## src/rtl/alu_seq.sv

```systemverilog
// rtl/alu_seq.sv - command sequencer around the 12-bit ALU with a 4x12 register file
// Optional sticky overflow flag enabled by defining ALU_SEQ_STICKY_OV_EN
module alu_seq #(
  parameter int W = 12
) (
  input  logic         clk,
  input  logic         rst_n,
  input  logic         cmd_valid,
  output logic         cmd_ready,
  input  logic [2:0]   cmd_op,
  input  logic [1:0]   cmd_srca,
  input  logic [1:0]   cmd_srcb,
  input  logic [1:0]   cmd_dst,
  input  logic         wr_en,
  input  logic [1:0]   wr_addr,
  input  logic [W-1:0] wr_data,
  input  logic [1:0]   rd_addr,
  output logic [W-1:0] rd_data,
  output logic [W-1:0] alu_a,
  output logic [W-1:0] alu_b,
  output logic [2:0]   alu_op,
  input  logic [W-1:0] alu_z,
  input  logic         alu_carry,
  input  logic         alu_sign,
  input  logic         alu_ov,
  output logic [W-1:0] result,
  output logic [2:0]   flags,
  output logic         done,
  input  logic         ov_clr
);

  typedef enum logic [1:0] {
    S_IDLE = 2'd0,
    S_EXEC = 2'd1,
    S_DONE = 2'd2
  } state_t;

  state_t               state, state_nx;
  logic                 live;
  logic                 accept, capture;
  logic [3:0][W-1:0]    regs;
  logic [W-1:0]         opa, opb;
  logic [2:0]           op;
  logic [1:0]           dst;
  logic                 ov, sign, carry;

  // live keeps cmd_ready low until the first edge after reset release
  always_ff @(posedge clk or negedge rst_n) begin
    if (!rst_n) begin
      state <= S_IDLE;
      live  <= 1'b0;
    end else begin
      state <= state_nx;
      live  <= 1'b1;
    end
  end

  always_comb begin
    state_nx  = state;
    cmd_ready = 1'b0;
    done      = 1'b0;
    accept    = 1'b0;
    capture   = 1'b0;
    case (state)
      S_IDLE: begin
        cmd_ready = live;
        if (cmd_valid && live) begin
          accept   = 1'b1;
          state_nx = S_EXEC;
        end
      end
      S_EXEC: begin
        capture  = 1'b1;
        state_nx = S_DONE;
      end
      S_DONE: begin
        done     = 1'b1;
        state_nx = S_IDLE;
      end
      default: state_nx = S_IDLE;
    endcase
  end

  always_ff @(posedge clk or negedge rst_n) begin
    if (!rst_n) begin
      opa <= '0;
      opb <= '0;
      op  <= '0;
      dst <= '0;
    end else if (accept) begin
      opa <= regs[cmd_srca];
      opb <= regs[cmd_srcb];
      op  <= cmd_op;
      dst <= cmd_dst;
    end
  end

  // Writeback is ordered after the preload so it wins on a same-register collision
  always_ff @(posedge clk or negedge rst_n) begin
    if (!rst_n) begin
      regs <= '0;
    end else begin
      if (wr_en)   regs[wr_addr] <= wr_data;
      if (capture) regs[dst]     <= alu_z;
    end
  end

  always_ff @(posedge clk or negedge rst_n) begin
    if (!rst_n) begin
      result <= '0;
      sign   <= 1'b0;
      carry  <= 1'b0;
    end else if (capture) begin
      result <= alu_z;
      sign   <= alu_z[W-1];
      carry  <= op[2] & op[1] & alu_carry;
    end
  end

`ifdef ALU_SEQ_STICKY_OV_EN
  // A capture that sets overflow beats a simultaneous clear
  always_ff @(posedge clk or negedge rst_n) begin
    if (!rst_n) ov <= 1'b0;
    else        ov <= (capture & alu_ov) | (ov & ~ov_clr);
  end

  logic unused_in;
  assign unused_in = alu_sign;
`else
  always_ff @(posedge clk or negedge rst_n) begin
    if (!rst_n)       ov <= 1'b0;
    else if (capture) ov <= alu_ov;
  end

  logic unused_in;
  assign unused_in = alu_sign ^ ov_clr;
`endif

  assign alu_a   = opa;
  assign alu_b   = opb;
  assign alu_op  = op;
  assign flags   = {ov, sign, carry};
  assign rd_data = regs[rd_addr];

endmodule

```

## config.mk

```make
export PLATFORM = sky130hd
export DESIGN_NAME = alu_seq
export DESIGN_NICKNAME = d
export VERILOG_FILES = /design/src/rtl/alu_seq.sv
export SDC_FILE = /design/constraint.sdc
export NUM_CORES = 1
export LEC_CHECK = 0
export BUFFER_PORTS_ARGS = -buffer_cell sky130_fd_sc_hd__buf_4
export CORE_ASPECT_RATIO = 1.2
export CORE_MARGIN = 2
export CORE_UTILIZATION = 31
export DETAILED_ROUTE_END_ITERATION = 8
export GPL_ROUTABILITY_DRIVEN = 0
export SLEW_MARGIN = 10
export SYNTH_ARGS = -nofsm -noshare
export SYNTH_HDL_FRONTEND = slang
export SYNTH_SLANG_ARGS = --single-unit
```

## constraint.sdc

```tcl
create_clock -name clk -period 1.65 [get_ports clk]
set_clock_uncertainty 0.2 [all_clocks]
set_input_delay 0.2475 -clock clk [delete_from_list [all_inputs] [get_ports clk]]
set_output_delay 0.2475 -clock clk [all_outputs]
set_load 0.02 [all_outputs]
```

=== After elaboration in Yosys (flattened, before gate mapping) ===
Index checks and enable logic that the tools add are counted.

* Register bits after elaboration: 95
* Output and inout port bits: 56

* $lt $le $gt $ge: 7
* Equal/unequal tests: 3
* Multiplexer cells: 21
* Bitwise gates (word level): 2
* Reductions and logical operators: 4

{| class="wikitable"
|+ Operators by type and width
! kind !! number
|-
| $bwmux W48 || 2
|-
| $mux W48 || 2
|-
| $bmux W12 S2 || 3
|-
| $mux W12 || 5
|-
| $demux W12 S2 || 2
|-
| $lt A2 B3 Y1 const B || 5
|-
| $mux W1 || 5
|-
| $ge A2 B1 Y1 const B || 2
|-
| $pmux W2 S2 || 1
|-
| $logic_and A1 B1 Y1 || 3
|-
| $and A1 B1 Y1 || 2
|-
| $eq A2 B1 Y1 const B || 1
|-
| $eq A2 B2 Y1 const B || 1
|-
| $logic_not A2 Y1 || 1
|-
| $mux W2 || 1
|-
| $ne A2 B2 Y1 const B || 1
|}

=== Longest topological paths before layout ===
Gate-level depths: netlist of the first run.

* Word-level depth: 8
* Gate-level depth with buffers: 5

=== Worst setup path before layout of the first run ===
Ideal clock, no wire load.

* Path type: reg-to-reg
* Start point: register state[0]
* End point: register opa[0], in the netlist alu_a[0]
* Arrival time: 1.519 ns
* Setup slack: -0.197 ns
* Cell stages (with the launch flop): 5
* Path buffers: 1
* Clock period less this slack: 1.847 ns
* Cell sequence: dfrtp_1 > nor3b_2 > and2_4 > buf_6 > mux2_1

* Longest elaborated chain between the ends: 2

{| class="wikitable"
|+ RTL lines
! what !! RTL line !! text
|-
| start, declared || 38 || <nowiki>state_t state, state_nx;</nowiki>
|-
| start signal, assigned || 53 || <nowiki>state <= state_nx;</nowiki>
|-
| $logic_not A2 Y1 || 64 || <nowiki>case (state)</nowiki>
|-
| $mux W1 || 64 ||
|-
| end signal, assigned || 91 || <nowiki>opa <= regs[cmd_srca];</nowiki>
|-
| end, declared || 42 || <nowiki>logic [W-1:0] opa, opb;</nowiki>
|}

Every way passes these cells.
A chain may end at the register's enable or synchronous reset.

=== Worst setup path in the final report of the first run ===
* Start point: register regs[36] in the netlist's numbering
* End point: output port rd_data[0]

* Longest elaborated chain between the ends: 2

{| class="wikitable"
|+ RTL lines
! what !! RTL line !! text
|-
| start, declared || 41 || <nowiki>logic [3:0][W-1:0] regs;</nowiki>
|-
| start signal, assigned by index || 103 || <nowiki>if (wr_en) regs[wr_addr] <= wr_data;</nowiki>
|-
| start signal, assigned by index || 104 || <nowiki>if (capture) regs[dst] <= alu_z;</nowiki>
|-
| $bmux W12 S2 || 143 || <nowiki>assign rd_data = regs[rd_addr];</nowiki>
|-
| $mux W12 (not written as such) || 143 ||
|-
| end, declared || 18 || <nowiki>output logic [W-1:0] rd_data,</nowiki>
|}

Every way passes these cells. The select of a mux whose other input is x is not followed.

==> results of run 1 <==
cell type report:
cell class / count / area [um^2] / area share
clock buffer: 9 / 225.2 / 0.03074
clock inverter: 7 / 98.84 / 0.01349
inverter: 1 / 3.754 / 0.0005124
multi-input combinational: 238 / 2471 / 0.3373
sequential: 94 / 2354 / 0.3213
tap: 208 / 260.3 / 0.03553
timing repair buffer: 205 / 1913 / 0.2611
cell usage in the layout, fill, tap and decap left out, types with 3 or more instances in the layout:
cell type      Yosys  layout
buf_12             0      18
mux2_2            21      13
mux4_1             4       4
clkinv_4           0       3
a21oi_1           12      12
mux2i_1           48      48
o21ai_0           36      35
mux4_2            32      32
buf_6              6      17
dlygate4sd3_1      0      20
mux2_4            20      29
buf_4              7     147
nor2_1            12      12
nand2_1           37      37
clkbuf_16          0       9
dfrtp_1           94      93
path summary, 6_finish.rpt:
check | endpoint | slack, ns
setup / recovery | rd_data[0] | -0.20
hold / removal | regs[13] | 0.02
setup reg to reg | alu_a[8] | -0.08
hold reg to reg | carry | 0.30
max in group asynchronous | regs[18] | 0.51
min in group asynchronous | alu_op[1] | 0.19
power breakdown:
group	switching [W]	internal [W]
logic	0.00193	0.00267
clock network	0.000933	0.00133
registers	0.000500	0.00310
what timing repair did:
action / CTS / global route
setup buffers: 51 / 12
hold buffers: 20 / 0
hold endpoints to repair: 84 / 0
cloned: 3 / 0
gates resized for setup: 22 / 6
pin swaps: 2 / 1
endpoints found under the setup margin: 43 / 53
worst max-delay path: stages, from the launching register on:
cell	delay, ns
dfrtp_1	0.40
mux4_2	0.50
buf_6	0.15
routing by layer:
layer  vias up  track usage  share of wire
met5         -            0              0
met4         0      0.07740          0.029
met3        25      0.02724          0.040
met2       116       0.3206           0.54
met1      1883       0.1960           0.39
li1       1723            -              -
kinds of logic after synthesis:
| group | share of synthesized area |
|---|---|
| muxes | 0.3742 |
| DFF | 0.4747 |
| and+or+nand+nor | 0.06313 |
| AOI/OAI and AO/OA | 0.04949 |
| buffers and inverters | 0.03762 |
| other | 0.0007568 |
per-stage QoR:
stage                     setup WS [ns]  cells
after floorplan                 -0.1200    360
after global placement         -0.06046    663
after detailed placement       -0.08363    663
after CTS                       -0.2020    753
after global routing            -0.2165    762
final                           -0.2019    762
state kept, by name, summed over array words and instances (netlist names):
signal	flops
regs	48
alu_b	12
state	2
alu_a	12
result	12
dst	2
live	1
carry	1
ov	1
alu_op	3
==> qor.csv, run 1 <==
metric,value,unit
run_status,"finished, violations left",
violations,negative setup slack,
final_antenna_net_count,0,
worstPathMaxFanout,2,
fp.dieH,142.5,um
track_usage,0.1731,
syn_avg_cell_area,13.76,um^2
hold_class,in -> reg,
p_leak,3.398,nW
viasPerCell,4.917,
setup_violations,37,
async_flop_share,1.000,
ys_top_cells_by_count,"94 x dfrtp_1, 48 x mux2i_1, 37 x nand2_1, 36 x o21ai_0, 32 x mux4_2",
yosysMostFrequentCell,dfrtp_1,
drt_pass1_iterations,4,
nFillCells,1362,
utilization,0.4684,
h-tree-depth,3,
cts_tree,done,
clk_latency,0.35,ns
path_clk_slew,0.07,ns
ctsRootBufferMaster,clkbuf_16,
worstPathRequired,1.20,ns
synth_edf_count,0,
hpwl,9380,um
num_antenna_cells,0,
min_period,1.852,ns
worstSetupPathType,reg -> out,
num_rows,50,
cts_buffers,9,
die_w,119.4,um
start_kind,register,
synthTopCellsByArea,"dfrtp_1 47%, mux4_2 15%, mux2i_1 9.7%",
dieArea,17010,um^2
netlist-cell-type-count,28,
synth_fp_nets,405,
tns,-3.866,ns
fmax,540.0,MHz
synth_top_area_share,0.4747,
port_buffers,98,
grt_pass1_wl,22140,um
grt_pass1_vias,3946,
clockBufferDepth,2,
cts_sinks,94,
arrival,1.40,ns
powerDensity,1429,nW/um^2
totalWireLength,14450,um
reg2reg_from,state[1],
drv_slew,0,
reg2reg_depth,5,
areaGrowthSynthToFinish,47.85,%
finalHoldViolCount,0,
fin_ws,-0.2019,ns
synth_top_area_cell,dfrtp_1,
syn-instance-count,360,
post_drt_wl_per_cell,18.97,um
overflow,0,
postPlaceCellArea,6177,um^2
vdd_drop_max,0.0004949,V
hold_depth,3,
grt_max_degree,37,
dr_total_vias,3747,
finalInstanceArea,7326,um^2
synth_flop_cell,dfrtp_1,
syn-cell-area,4955,um^2
drc,0,
synth-seq-cells,94,
rsz0062_at_grt,true,
io_pins,101,
hold_ws,0.01738,ns
ys_seq_area_frac,0.4747,
antenna_found_initial,0,
drive_above_1_share,0.5126,
crit_path_end_kind,output port,
nets,594,
min_from,wr_data[1],
initial_utilization,0.3168,
drtIter0Drc,197,
coreArea,15640,um^2
yosysWarnings,0,
finalCritPeriodShare,1.122,
maxCapViolations,0,
power,0.01047,W
setup.worst_path.start,regs[36],
(Power assumes the default switching activity.)
==> run 2, diff against run 1 <==
- CORE_MARGIN: 2 -> unset
- GPL_TIMING_DRIVEN: unset -> 0
- SKIP_LAST_GASP: unset -> 1
==> qor.csv, run 2 (same netlist as run 1, synthesis figures left out) <==
metric,value,unit,change
grt_max_degree,95,,was 37
finalCritPeriodShare,1.117,,was 1.122
vdd_drop_max,0.0005358,V,was 0.0004949 V
hpwl,9676,um,was 9380 um
num_antenna_cells,0,,unchanged
final_antenna_net_count,0,,unchanged
track_usage,0.1906,,was 0.1731
path_clk_slew,0.07,ns,about the same
met3_usage,0.03217,,was 0.02724
overflow,0,,unchanged
path_cells,mux4_2 -> buf_6,,unchanged
rsz0062_at_grt,true,,unchanged
drt_pass1_iterations,4,,unchanged
reg2reg_from,state[1],,unchanged
mostFrequentLayoutCell,buf_4,,unchanged
seqPwrFrac,0.348,,was 0.344
largest_register_ffs,48,,unchanged
grt_util_met1,0.2155,,was 0.1960
top_register,regs,,unchanged
grtUsageMet2,0.3429,,was 0.3206
fin_ws,-0.1936,ns,was -0.2019 ns
run_status,"finished, violations left",,unchanged
cts_sinks,94,,unchanged
port_buffers,98,,unchanged
holdPathEnd,regs[11],,was regs[13]
max_slew_margin,0.3989,,
dr_total_vias,3858,,was 3747
busiest_layer,met2,,unchanged
mostFrequentLayoutCells,"155 x buf_4, 92 x dfrtp_1, 48 x mux2i_1, 34 x mux4_2, 29 x mux2_4",,"was 147 x buf_4, 93 x dfrtp_1, 48 x mux2i_1, 37 x nand2_1, 35 x o21ai_0"
post_drt_wl_per_cell,20.18,um,was 18.97 um
place_ws,-0.3772,ns,was -0.08363 ns
multi_input_area,2515,um^2,was 2471 um^2
io_pins,101,,unchanged
drv_slew,0,,unchanged
clockBufferDepth,2,,unchanged
nFillCells,1423,,was 1362
min_period,1.844,ns,was 1.852 ns
grt_pass1_vias,4003,,was 3946
cts_tree,done,,unchanged
maxCapViolations,0,,unchanged
antenna_found_initial,0,,unchanged
worstPathMaxFanout,2,,unchanged
p_sw_frac,0.3307,,was 0.3216
initial_utilization,0.3168,,unchanged
coreArea,15640,um^2,unchanged
num_rows,50,,unchanged
h-tree-depth,3,,unchanged
areaGrowthSynthToFinish,46.77,%,was 47.85%
nets,603,,was 594
hold_class,in -> reg,,unchanged
tightest_slew,0.9017,ns,
totalWireLength,15560,um,was 14450 um
start_kind,register,,unchanged
crit_path_end_kind,output port,,unchanged
worstSetupPathType,reg -> out,,unchanged
timing.reg2reg.setup_slack,-0.09,ns,was -0.08 ns
combPwrFrac,0.447,,was 0.439
dieArea,16490,um^2,was 17010 um^2
clk_latency,0.34,ns,was 0.35 ns
drtIter0Drc,161,,was 197
arrival,1.40,ns,about the same
die_w,117.4,um,was 119.4 um
reg2reg_depth,4,,was 5
violations,negative setup slack,,unchanged
slowest_delay,0.51,ns,was 0.50 ns
hold_ws,0.01748,ns,was 0.01738 ns
p_sw,0.003428,W,was 0.003365 W
cpLargestDelayFamily,multiplexers,,unchanged
setup_violations,43,,was 37
grt_pass1_wl,23350,um,was 22140 um
hold_depth,3,,unchanged
finalHoldViolCount,0,,unchanged
ff_latch_area,2355,um^2,was 2354 um^2
ctsRootBufferMaster,clkbuf_16,,unchanged
p_leak,3.395,nW,was 3.398 nW
cts_buffers,9,,unchanged
drc,0,,unchanged
worstPathRequired,1.20,ns,about the same
min_from,wr_data[11],,was wr_data[1]
worstPathBufferInverterCount,1,,unchanged
fp.dieH,140.5,um,was 142.5 um
power_frac_clock,0.205,,was 0.217
powerDensity,1425,nW/um^2,was 1429 nW/um^2
r2r-end,alu_b[4],,was alu_a[8]
cp_slowest_cell,mux4_2,,unchanged
drive_above_1_share,0.5488,,was 0.5126
p_int,0.006938,W,was 0.007100 W
viasPerCell,5.004,,was 4.917
fmax,542.4,MHz,was 540.0 MHz
## run 2: worst max-delay path by stage
stage / startpoint / to / slack (ns) / depth (start not counted)
final: regs[43] / rd_data[7] / -0.19 / 2
after global routing: regs[45] / rd_data[9] / -0.22 / 2
after CTS: regs[45] / rd_data[9] / -0.20 / 2
after detailed placement: rd_addr[1] / rd_data[9] / -0.38 / 4
after global placement: rd_addr[1] / rd_data[7] / -0.39 / 4
after floorplan: state[1] / alu_a[0] / -0.12 / 4
## run 2: worst reg2reg max path, delay by kind of cell (launching register included)
kind                   cells  cell delay (ns)
AND/OR/NAND/NOR            2             0.48
multiplexers               1             0.31
flip-flops                 1             0.47
buffers and inverters      1             0.17
## run 2: per-stage QoR
stage            util  cell area [um^2]  setup TNS (ns)  instances  total power (W)
2_1_floorplan       -              5007          -3.435        360         0.005898
3_3_place_gp   0.3838              6003          -17.16        666         0.007239
3_5_place_dp   0.3838              6003          -19.01        666         0.007381
4_1_cts        0.4550              7117          -5.852        762          0.01030
5_1_grt        0.4650              7272          -6.397        771          0.01088
6_report       0.4650              7272          -4.398        771          0.01037
## run 2: power groups by stage
stage	sequential (W)	combinational, W	clock [W]
floorplan	0.00407	0.00182	0
global placement	0.00374	0.00350	0
detailed placement	0.00382	0.00356	0
CTS	0.00360	0.00454	0.00216
global route	0.00370	0.00491	0.00226
finish	0.00360	0.00463	0.00213
## run 2: metal layers
| layer | share of wire | vias to the layer above |
|---|---|---|
| met2 | 0.53 | 130 |
| met3 | 0.045 | 43 |
| met1 | 0.38 | 1946 |
| met5 | 0 | - |
| li1 | - | 1739 |
| met4 | 0.041 | 0 |
## run 2: what timing repair did
item	4_1_cts	5_1_grt
hold endpoints to repair	56	94
buffers inserted	58	11
setup endpoints to repair	93	84
pin swaps	1	10
cloned	3	2
hold buffers	19	1
gates resized for setup	36	54
## run 2: layout make-up
type | count | area share
clock inverters | 7 | 0.01015
well taps | 208 | 0.03579
plain buffers | 24 | 0.02891
multi-input cells | 238 | 0.3458
clock buffers | 9 | 0.03097
flip-flops and latches | 94 | 0.3238
inverters | 1 | 0.0005162
repair buffers | 190 | 0.2240
